[src/rtl/ppu_bg_fetcher.sv]
// Background/window tile fetcher: walks the tile map for the current line, reads
// index + both bit-planes from VRAM and pushes 8 decoded pixels into the BG FIFO.
module ppu_bg_fetcher #(
  parameter int FIFO_DEPTH = 8,
  parameter int PIXEL_W    = 8
) (
  input  logic                            clk,
  input  logic                            reset_n,
  // regs byte lanes: [7:0] LCDC, [15:8] SCX, [23:16] SCY, [31:24] LY, [39:32] WX, [47:40] WY
  input  logic [47:0]                     regs,
  input  logic [1:0]                      mode,
  input  logic                            stall,
  input  logic [7:0]                      pixel_x,
  output logic                            read_req,
  output logic [15:0]                     addr,
  input  logic [7:0]                      rdata,
  output logic                            fifo_write_en,
  output logic [FIFO_DEPTH*PIXEL_W-1:0]   fifo_write_data,
  input  logic                            fifo_empty,
  output logic                            fifo_clear
);

  localparam logic [1:0] MODE_VBLANK = 2'd1;
  localparam logic [1:0] MODE_DRAW   = 2'd3;

  typedef enum logic [2:0] {IDLE, TILE0, TILE1, LO0, LO1, HI0, HI1, PUSH} state_t;

  state_t      state;
  logic [4:0]  fetch_x;
  logic [7:0]  win_line;
  logic        window_active;
  logic [7:0]  lo_byte;

  logic [7:0]  lcdc, scx, scy, ly, wx, wy;
  logic [7:0]  bg_line;
  logic        in_draw;
  logic        window_hit;
  logic        trigger;
  logic        unused_reg_bits;

  assign lcdc = regs[7:0];
  assign scx  = regs[15:8];
  assign scy  = regs[23:16];
  assign ly   = regs[31:24];
  assign wx   = regs[39:32];
  assign wy   = regs[47:40];
  assign unused_reg_bits = ^{lcdc[7], lcdc[2:0], scx[2:0]};

  assign bg_line    = ly + scy;
  assign in_draw    = (mode == MODE_DRAW);
  // 9-bit compare so pixel_x + 7 cannot wrap past WX
  assign window_hit = lcdc[5] && (ly >= wy) && (({1'b0, pixel_x} + 9'd7) >= {1'b0, wx});
  assign trigger    = in_draw && !stall && (state != IDLE) && window_hit && !window_active;

  assign read_req      = in_draw && !stall && (state == TILE0 || state == LO0 || state == HI0);
  assign fifo_write_en = in_draw && !stall && (state == PUSH) && fifo_empty && !trigger;

  // Map base bits {10011, sel} give 0x9800 / 0x9C00; low 10 bits are ty*32 + tx.
  function automatic logic [15:0] map_addr(input logic win, input logic [4:0] fx);
    logic [4:0] tx;
    logic [4:0] ty;
    logic       base_sel;
    if (win) begin
      tx       = fx;
      ty       = win_line[7:3];
      base_sel = lcdc[6];
    end else begin
      tx       = scx[7:3] + fx;
      ty       = bg_line[7:3];
      base_sel = lcdc[3];
    end
    return {5'b10011, base_sel, ty, tx};
  endfunction

  function automatic logic [15:0] data_addr(input logic [7:0] idx, input logic win);
    logic [2:0]  row;
    logic [15:0] base;
    logic [15:0] offset;
    row = win ? win_line[2:0] : bg_line[2:0];
    if (lcdc[4]) begin
      base   = 16'h8000;
      offset = {4'b0000, idx, 4'b0000};
    end else begin
      base   = 16'h9000;
      offset = {{4{idx[7]}}, idx, 4'b0000};
    end
    return base + offset + {12'd0, row, 1'b0};
  endfunction

  function automatic logic [FIFO_DEPTH*PIXEL_W-1:0] decode(input logic [7:0] lo, input logic [7:0] hi);
    logic [FIFO_DEPTH*PIXEL_W-1:0] px;
    px = '0;
    for (int i = 0; i < FIFO_DEPTH; i++) begin
      px[i*PIXEL_W +: 2] = {hi[7-i], lo[7-i]};
    end
    return px;
  endfunction

  always_ff @(posedge clk or negedge reset_n) begin
    if (!reset_n) begin
      state           <= IDLE;
      addr            <= '0;
      fifo_write_data <= '0;
      fifo_clear      <= 1'b0;
      fetch_x         <= '0;
      win_line        <= '0;
      window_active   <= 1'b0;
      lo_byte         <= '0;
    end else begin
      fifo_clear <= 1'b0;
      if (!in_draw) begin
        state <= IDLE;
        if (mode == MODE_VBLANK) begin
          win_line <= '0;
        end else if (state != IDLE && window_active) begin
          win_line <= win_line + 8'd1;
        end
      end else if (!stall) begin
        if (state == IDLE) begin
          state         <= TILE0;
          fetch_x       <= '0;
          window_active <= 1'b0;
          addr          <= map_addr(1'b0, 5'd0);
        end else if (trigger) begin
          // Drop whatever was in flight and restart on the window map
          state         <= TILE0;
          fetch_x       <= '0;
          window_active <= 1'b1;
          fifo_clear    <= 1'b1;
          addr          <= map_addr(1'b1, 5'd0);
        end else begin
          case (state)
            TILE0: state <= TILE1;
            TILE1: begin
              addr  <= data_addr(rdata, window_active);
              state <= LO0;
            end
            LO0:   state <= LO1;
            LO1: begin
              lo_byte <= rdata;
              addr    <= addr + 16'd1;
              state   <= HI0;
            end
            HI0:   state <= HI1;
            HI1: begin
              fifo_write_data <= decode(lo_byte, rdata);
              state           <= PUSH;
            end
            PUSH: begin
              if (fifo_empty) begin
                fetch_x <= fetch_x + 5'd1;
                addr    <= map_addr(window_active, fetch_x + 5'd1);
                state   <= TILE0;
              end
            end
            default: state <= IDLE;
          endcase
        end
      end
    end
  end

endmodule

[config.mk]
export PLATFORM = sky130hd
export DESIGN_NAME = ppu_bg_fetcher
export DESIGN_NICKNAME = d
export VERILOG_FILES = /design/src/rtl/ppu_bg_fetcher.sv
export SDC_FILE = /design/constraint.sdc
export NUM_CORES = 1
export LEC_CHECK = 0
export BUFFER_PORTS_ARGS = -buffer_cell sky130_fd_sc_hd__buf_2
export CAP_MARGIN = 20
export CORE_ASPECT_RATIO = 0.7
export CORE_MARGIN = 8
export CORE_UTILIZATION = 50
export CTS_CLUSTER_DIAMETER = 40
export DETAILED_ROUTE_END_ITERATION = 16
export MAX_ROUTING_LAYER = met4
export PLACE_DENSITY_LB_ADDON = 0.12
export SETUP_SLACK_MARGIN = 0.5
export SYNTH_ARGS = -nofsm -noshare
export SYNTH_HDL_FRONTEND = slang
export SYNTH_SLANG_ARGS = --single-unit
[constraint.sdc]
create_clock -name clk -period 3.9 [get_ports clk]
set_input_delay 0.195 -clock clk [delete_from_list [all_inputs] [get_ports clk]]
set_output_delay 0.195 -clock clk [all_outputs]
set_load 0.05 [all_outputs]
After elaboration in Yosys (flattened, before gate mapping):

Index checks and enable logic that the tools add are counted.

* register bits after elaboration: 58
* latch bits: 0
* memory bits (writable): 0
* ROM bits: 0
* input port bits: 70
* word-level logic and storage cells: 102
* memories kept: 0

* add/sub/neg operators: 8
* multiply operators: 0
* divide/modulo/power cells: 0
* magnitude comparators: 2
* equality and inequality tests: 12
* shift operators: 0
* muxes and demuxes: 38
* bitwise operators: 4
* reductions and logical operators: 30

Operators by type and width (count)
* $mux 16: 14
* $pmux 16 s3: 1
* $mux 5: 6
* $pmux 3 s7: 1
* $mux 3: 6
* $add 16x1->16 const B: 1
* $add 16x16->16: 1
* $add 16x4->16: 1
* $mux 8: 2
* $mux 13: 1
* $eq 3x3->1 const B: 4
* $logic_and 1x1->1: 11
* $reduce_and 5->1: 2
* $add 8x3->9 const B: 1
* $ge 9x8->1: 1
* $reduce_bool 3->1: 3
* $add 8x1->8 const B: 1
* $add 8x8->8: 1
* $ge 8x8->1: 1
* $reduce_and 4->1: 2
* $mux 1: 7
* $eq 3x2->1 const B: 2
* $add 5x1->5 const B: 1
* $add 5x5->5: 1
* 14 further kinds: 22

Longest topological paths before layout:

Gate-level depths: netlist of the first run.

* word-level depth: 14
* depth in mapped cells: 15
* mapped depth without buffers: 14

Worst setup path before layout of the first run:

OpenSTA, ideal clock, no wires.

* kind: in2reg
* from: in pixel_x[0]
* to: reg lo_byte[0]
* arrival: 2.659 ns
* required time: 3.775 ns
* setup slack: 1.116 ns
* stages on the path: 14
* buffers on the path: 2
* cell sequence: inv_1 > ha_1 > nand2b_1 > nand4_1 > xnor2_1 > ha_1 > a21o_1 > a211oi_1 > a21oi_2 > a221o_1 > buf_4 > nand4_4 > buf_6 > mux2_4

* word-level cells in the longest chain between the ends: 7

RTL lines
* from (decl): RTL line 13 `input logic [7:0] pixel_x,`
* $add 8x3->9: RTL line 52 `assign window_hit = lcdc[5] && (ly >= wy) && (({1'b0, pixel_x} + 9'd7) >= {1'b0, wx});`
* $ge 9x8->1: RTL line 52
* $logic_and 1x1->1: RTL line 52
* $logic_and 1x1->1 (2 in series): RTL line 53 `assign trigger = in_draw && !stall && (state != IDLE) && window_hit && !window_active;`
* $not 1->1 (no source line)
* $reduce_and 5->1 (no source line)
* to (signal assigned): RTL line 140 `lo_byte <= rdata;`
* to (decl): RTL line 32 `logic [7:0] lo_byte;`

Every way passes these cells.
A chain may end at the register's enable or synchronous reset.

Worst setup path in the final report of the first run:

* from: in pixel_x[0]
* to: out fifo_write_en

* word-level cells in the longest chain between the ends: 7

RTL lines
* $add 8x3->9: RTL line 52
* $ge 9x8->1: RTL line 52
* $logic_and 1x1->1: RTL line 52
* $logic_and 1x1->1 (2 in series): RTL line 53
* $logic_not 1->1: RTL line 56 `assign fifo_write_en = in_draw && !stall && (state == PUSH) && fifo_empty && !trigger;`
* $logic_and 1x1->1: RTL line 56
* to (decl): RTL line 17 `output logic fifo_write_en,`

Every way passes these cells.

==> results.sh, run 1 <==
export IMPL_grt_usage_pct=21.0
export IMPL_diodes=0
export IMPL_crit_family="compound AO/OA/AOI/OAI gates"
export IMPL_p_per_area_nw_per_um2=373
export IMPL_ys_warn_count=0
export IMPL_max_slew_margin_pct=56.1
export IMPL_fmax_mhz=317
export IMPL_startpoint="pixel_x[0]"
export IMPL_start_util_pct=51.8
export IMPL_min_period_ns=3.15
export IMPL_critPathCapture="fifo_write_en"
export IMPL_grt_pass1_vias=4172
export IMPL_r2r_start="state[0]"
export IMPL_final_cell_count_no_fill=745
export IMPL_postSynthCellCount=520
export IMPL_critPathBufInv=5
export IMPL_vias=4152
export IMPL_hpwl_um=10100
export IMPL_ys_seq_elements=58
export IMPL_path_class="in -> out"
export IMPL_max_slew_worst_pin_slew_ns=0.656
export IMPL_placed_cell_area_um2=5140
export IMPL_leakagePower_nw=2.73
export IMPL_die_area_um2=12900
export IMPL_ant_nets=0
export IMPL_status="finished, final reports clean"
export IMPL_ir_worst_vdd_mv=0.224
export IMPL_grt_pass1_wl_um=21500
export IMPL_gr_usage_met3_pct=5.79
export IMPL_slew_viol_final=0
export IMPL_skew_ns=0.00598
export IMPL_worstRegToRegCells=6
export IMPL_cts_tree="done"
export IMPL_regArea_um2=1450
export IMPL_finalSetupViolCount=0
export IMPL_crit_cells=15
export IMPL_path_clk_slew_ns=0.05
export IMPL_cp_arrival_ns=2.96
export IMPL_coreArea_um2=9140
export IMPL_crit_chain="buf_2 -> inv_1 -> ha_1 -> nand2b_1 -> nand4_1 -> xnor2_1 -> ha_1 -> nand3_1 -> o32a_1 -> a21oi_2 -> nand2_4 -> buf_4 -> nand3_1 -> inv_1 -> buf_2"
export IMPL_ys_flop_type="dfrtp_1"
export IMPL_r2r_slack_ns=1.19
export IMPL_area_growth_synth_to_final_pct=14.7
export IMPL_synth_edf_count=0
export IMPL_whs_ns=0.129
export IMPL_grt_max_degree=33
export IMPL_placed_cells=727
export IMPL_n_fill_cell=848
export IMPL_end_kind="output port"
export IMPL_finalPower_mw=2.03
export IMPL_antenna_found_initial=0
export IMPL_crit_fanout=17
export IMPL_reg2reg_to="lo_byte[3]"
export IMPL_met1_usage_pct=27.7
export IMPL_final_nets=719
export IMPL_yosysSeqAreaShare_pct=30.6
export IMPL_drt_wl_total_um=13100
export IMPL_ios=153
export IMPL_wire_per_inst_um=17.5
export IMPL_timing_final_crit_share_pct=80.8
export IMPL_required_ns=3.70
export IMPL_critical_path_slowest_cell="a21oi_2"
export IMPL_grtUsageMet2_pct=31.1
export IMPL_timing_max_cap_violations=0
export IMPL_avgViaCountPerCell=5.57
export IMPL_final_common_cell="buf_2"
export IMPL_stdcell_area_um2=5440
export IMPL_root_buffer="clkbuf_16"
export IMPL_rows=29
export IMPL_dr_pass1_iters=5
export IMPL_tns_ns=0
export IMPL_grt_ovfl_total=0
export IMPL_cts_max_level=3
export IMPL_layout_common_cells="buf_2 (97), dfrtp_1 (58), conb_1 (48)"
export IMPL_async_reset_ff_share_pct=100
export IMPL_hold_viol_final=0
export IMPL_min_delay_path_class="in -> reg"
export IMPL_cts_buffer_depth=2
export IMPL_multiInputGateArea_um2=2860
export IMPL_max_stage_delay_ns=0.44
export IMPL_cts_buffers=9
export IMPL_synth_distinct_cells=70
export IMPL_syn_avg_cell_area_um2=9.11
export IMPL_cts_resized=0
export IMPL_syn_cell_area_um2=4740
export IMPL_drc_errors=0
export IMPL_start_kind="input pin"
export IMPL_rsz0062_at_grt="false"
export IMPL_fp_dieH_um=97.4
export IMPL_numPortBuffers=97
export IMPL_gp_congestion=0.884
export IMPL_drtIter0Drc=360
export IMPL_die_x_um=132
export IMPL_drive_above_1_share_pct=24.6
export IMPL_clk_latency_ns=0.33
export IMPL_clock_sinks=58
export IMPL_top_usage_layer="met2"
-- power by group --
part	switching [mW]	internal, mW
clock network	0.274	0.443
logic	0.439	0.180
registers	0.0547	0.638
total	0.768	1.26
-- area by class of cell --
cell class / count / share of cell area (%)
multi-input combinational: 407 / 52.6
sequential: 58 / 26.7
timing repair buffer: 107 / 10.5
clock buffer: 11 / 4.47
tap: 124 / 2.85
inverter: 33 / 2.28
clock inverter: 5 / 0.552
-- kinds of logic after synthesis --
logic type | Yosys count | share of synthesized area (%)
AO/OA/AOI/OAI | 114 | 16.9
XOR/XNOR | 32 | 5.92
adder cells (fa/ha/maj) | 33 | 9.03
buffers and inverters | 102 | 12.7
flip-flops | 58 | 30.6
multiplexers | 32 | 8.06
other | 1 | 0.0792
AND/OR/NAND/NOR | 148 | 16.7
-- routing by layer --
| metal | up-vias | wire, um | share of wire (%) |
|---|---|---|---|
| met5 | - | 0 | 0 |
| met4 | 0 | 151 | 1.2 |
| met3 | 18 | 905 | 6.9 |
| met1 | 1993 | 6090 | 47 |
| li1 | 1975 | - | - |
| met2 | 166 | 5910 | 45 |
-- worst min path at each step --
stage / cells after the start / startpoint / to / slack (ns)
floorplan: 0 / reset_n / addr[0] / -0.10
global placement: 1 / reset_n / fetch_x[1] / 0.23
detailed placement: 1 / reset_n / fetch_x[3] / 0.23
CTS: 2 / rdata[5] / fifo_write_data[17] / 0.13
global route: 2 / rdata[5] / fifo_write_data[17] / 0.13
finish: 2 / rdata[3] / fifo_write_data[33] / 0.13
-- metrics by stage --
stage	utilization (%)	setup slack [ns]
2_1_floorplan	-	1.12
3_3_place_gp	56.2	0.463
3_5_place_dp	56.2	0.370
4_1_cts	59.3	0.705
5_1_grt	59.4	0.548
6_report	59.4	0.747
-- cells in the mapped netlist, types with 3 or more instances --
| cell type | n | area [um^2] |
|---|---|---|
| buf_1 | 3 | 11.3 |
| a21oi_1 | 23 | 115 |
| a31oi_1 | 8 | 50.1 |
| o211ai_1 | 6 | 45.0 |
| mux2_1 | 10 | 113 |
| o221ai_1 | 3 | 26.3 |
| nand3_1 | 25 | 125 |
| mux2_2 | 11 | 124 |
| o31ai_1 | 4 | 30.0 |
| o22ai_1 | 3 | 18.8 |
| clkbuf_1 | 7 | 26.3 |
| nand2b_1 | 5 | 31.3 |
| a221o_1 | 4 | 40.0 |
| ha_1 | 31 | 388 |
| a22oi_1 | 5 | 37.5 |
| inv_1 | 32 | 120 |
| xnor2_1 | 16 | 140 |
| dfrtp_1 | 58 | 1450 |
| buf_4 | 50 | 375 |
| xor2_1 | 16 | 140 |
| o21ai_0 | 18 | 90.1 |
| nor2b_1 | 3 | 18.8 |
| buf_2 | 6 | 30.0 |
| a211oi_1 | 8 | 60.1 |
| buf_6 | 3 | 33.8 |
| a21o_1 | 4 | 30.0 |
| nor3_1 | 9 | 45.0 |
| mux2_4 | 7 | 105 |
| nand2_1 | 36 | 135 |
| o2bb2ai_1 | 4 | 35.0 |
| o2111ai_1 | 3 | 26.3 |
| a22o_1 | 4 | 35.0 |
| nor2_1 | 32 | 120 |
| and3_1 | 3 | 18.8 |
| nand4_1 | 10 | 62.6 |
| mux2i_1 | 4 | 40.0 |
| and2_1 | 3 | 18.8 |
-- flip-flops by register name, summed over array words and instances, names as in the netlist --
register	cells
fifo_clear	1
fifo_write_data	16
window_active	1
lo_byte	8
win_line	8
addr	16
state	3
fetch_x	5
-- repair_timing --
action | in CTS | in global routing
endpoints found under the setup margin | 0 | 0
buffers inserted | 0 | 0
endpoints found under the hold margin | 26 | 0
hold buffers | 1 | 0
Note: power is estimated with default switching activity, not from simulation.
==> run 2: changes to the inputs <==
==> constraint.sdc (replaced) <==
create_clock -name clk -period 3.2 [get_ports clk]
set_input_delay 0.16 -clock clk [delete_from_list [all_inputs] [get_ports clk]]
set_output_delay 0.16 -clock clk [all_outputs]
set_load 0.05 [all_outputs]
==> run 2 against run 1 <==
Combinational power grew 28%. Sequential power is 22% higher. Count of clock-buffer cells in the layout is 2 lower. Die area unchanged. Flip-flop and latch count unchanged. Power increased by 36%. Cell count increased by 3.0%.
==> results.sh, run 2 (same netlist as run 1, synthesis figures left out) <==
export IMPL_skew_ns=0.00998
export IMPL_final_common_cell="buf_2"
export IMPL_worstRegToRegCells=10
export IMPL_slew_viol_final=0
export IMPL_rows=29
export IMPL_final_nets=741
export IMPL_drt_wl_total_um=13600
export IMPL_dp_slack_ns=-0.0593
export IMPL_grt_usage_pct=21.3
export IMPL_min_period_ns=2.69
export IMPL_crit_fanout=5
export IMPL_drc_errors=0
export IMPL_p_per_area_nw_per_um2=470
export IMPL_numPortBuffers=97
export IMPL_r2r_start="state[0]"
export IMPL_grt_pass1_vias=4210
export IMPL_grt_max_degree=35
export IMPL_whs_ns=0.111
export IMPL_path_class="in -> reg"
export IMPL_ant_nets=0
export IMPL_die_area_um2=12900
export IMPL_die_x_um=132
export IMPL_reg2reg_to="lo_byte[7]"
export IMPL_leakagePower_nw=2.93
export IMPL_fmax_mhz=371
export IMPL_dr_pass1_iters=5
export IMPL_largestRegisters="addr: 16 flops, fifo_write_data: 16 flops"
export IMPL_start_kind="input pin"
export IMPL_timing_final_crit_share_pct=84.2
export IMPL_hold_start="regs[3]"
export IMPL_finalSetupViolCount=0
export IMPL_grt_ovfl_total=0
export IMPL_finalPower_mw=2.76
export IMPL_root_buffer="clkbuf_16"
export IMPL_r2r_slack_ns=0.59
export IMPL_fin_ws_ns=0.506
export IMPL_required_ns=3.41
export IMPL_fp_dieH_um=97.4
export IMPL_hold_viol_final=0
export IMPL_gp_congestion=0.893
export IMPL_rsz0062_at_grt="true"
export IMPL_timing_max_cap_violations=0
export IMPL_clock_sinks=58
export IMPL_worstHoldPathCells=3
export IMPL_coreArea_um2=9140
export IMPL_max_slew_margin_pct=47.5
export IMPL_antenna_found_initial=0
export IMPL_worstHoldEndpoint="addr[10]"
export IMPL_area_growth_synth_to_final_pct=24.1
export IMPL_grt_pass1_wl_um=21800
export IMPL_layout_common_cells="buf_2 (93), dfrtp_1 (58), conb_1 (48)"
export IMPL_end_kind="flop"
export IMPL_ios=153
export IMPL_start_util_pct=51.8
export IMPL_diodes=0
export IMPL_cts_max_level=3
export IMPL_final_util_pct=64.3
export IMPL_max_slew_worst_pin_slew_ns=0.787
export IMPL_drive_above_1_share_pct=29.7
export IMPL_hpwl_um=10300
export IMPL_cts_buffer_depth=2
export IMPL_clk_latency_ns=0.33
export IMPL_vias=4262
export IMPL_cts_tree="done"
export IMPL_ir_worst_vdd_mv=0.301
export IMPL_cp_arrival_ns=2.90
export IMPL_cts_buffers=9
export IMPL_min_delay_path_class="in -> reg"
export IMPL_status="finished, final reports clean"
export IMPL_avgViaCountPerCell=5.56
export IMPL_wire_per_inst_um=17.7
export IMPL_drtIter0Drc=311
export IMPL_path_clk_slew_ns=0.05
## run 2: cell count changes in the layout (fill, tap and decap cells not counted), sizes merged
cell	change
clkinv	-2
clkinvlp	-1
clkbuf	-1
bufinv	+3
inv	+2
buf	+21
## run 2: worst max-delay path by stage
stage	from	end	slack (ns)	cells past startpoint
floorplan	pixel_x[0]	lo_byte[0]	0.51	14
global placement	pixel_x[0]	lo_byte[6]	0.02	15
detailed placement	pixel_x[0]	lo_byte[6]	-0.06	15
CTS	pixel_x[0]	lo_byte[7]	0.45	17
global route	pixel_x[0]	lo_byte[3]	0.41	18
finish	pixel_x[0]	lo_byte[7]	0.51	18
## run 2: cell type report
type                       count  area, um^2
fill                         780        3270
multi-input combinational    407        2970
sequential                    58        1450
timing repair buffer         129         833
clock buffer                   9         225
tap                          124         155
clock inverter                 7         124
inverter                      33         124
## run 2: worst max-delay path: stages
cell and delay (ns):
buf_8 0.08, inv_2 0.04, ha_4 0.16, nand2b_4 0.06, nand4_1 0.12, xnor2_1 0.17
ha_1 0.30, nand3_2 0.08, buf_6 0.12, o32a_1 0.31, a21oi_4 0.18, buf_6 0.12
buf_6 0.09, a221o_1 0.19, buf_6 0.12, nand4_4 0.10, clkbuf_16 0.19, mux2_4 0.29
## run 2: layer usage
metal  routed length [um]  global-route usage, %
met1                 5910                   28.1
met2                 6120                   31.0
met3                 1370                   6.61
met4                  144                   5.39
met5                    0                      -
## run 2: where the power goes
part           internal [mW]  total [mW]  switching, mW
Sequential             0.778       0.842         0.0642
Clock                  0.767        1.13          0.362
Combinational          0.247       0.794          0.547
Total                   1.79        2.76          0.974
## run 2: timing repair
action,CTS,global route
endpoints found under the setup margin,37,24
cloned,1,0
pin swaps,12,8
hold endpoints to repair,33,0
hold buffers,1,0
gates resized for setup,17,21
setup buffers,8,2
## run 2: stage by stage
step	instance area (um^2)	setup TNS [ns]	cells
final	5880	0	767
after global routing	5880	0	767
after CTS	5780	0	765
after detailed placement	5240	-0.835	739
after global placement	5240	0	739
after floorplan	4930	0	567
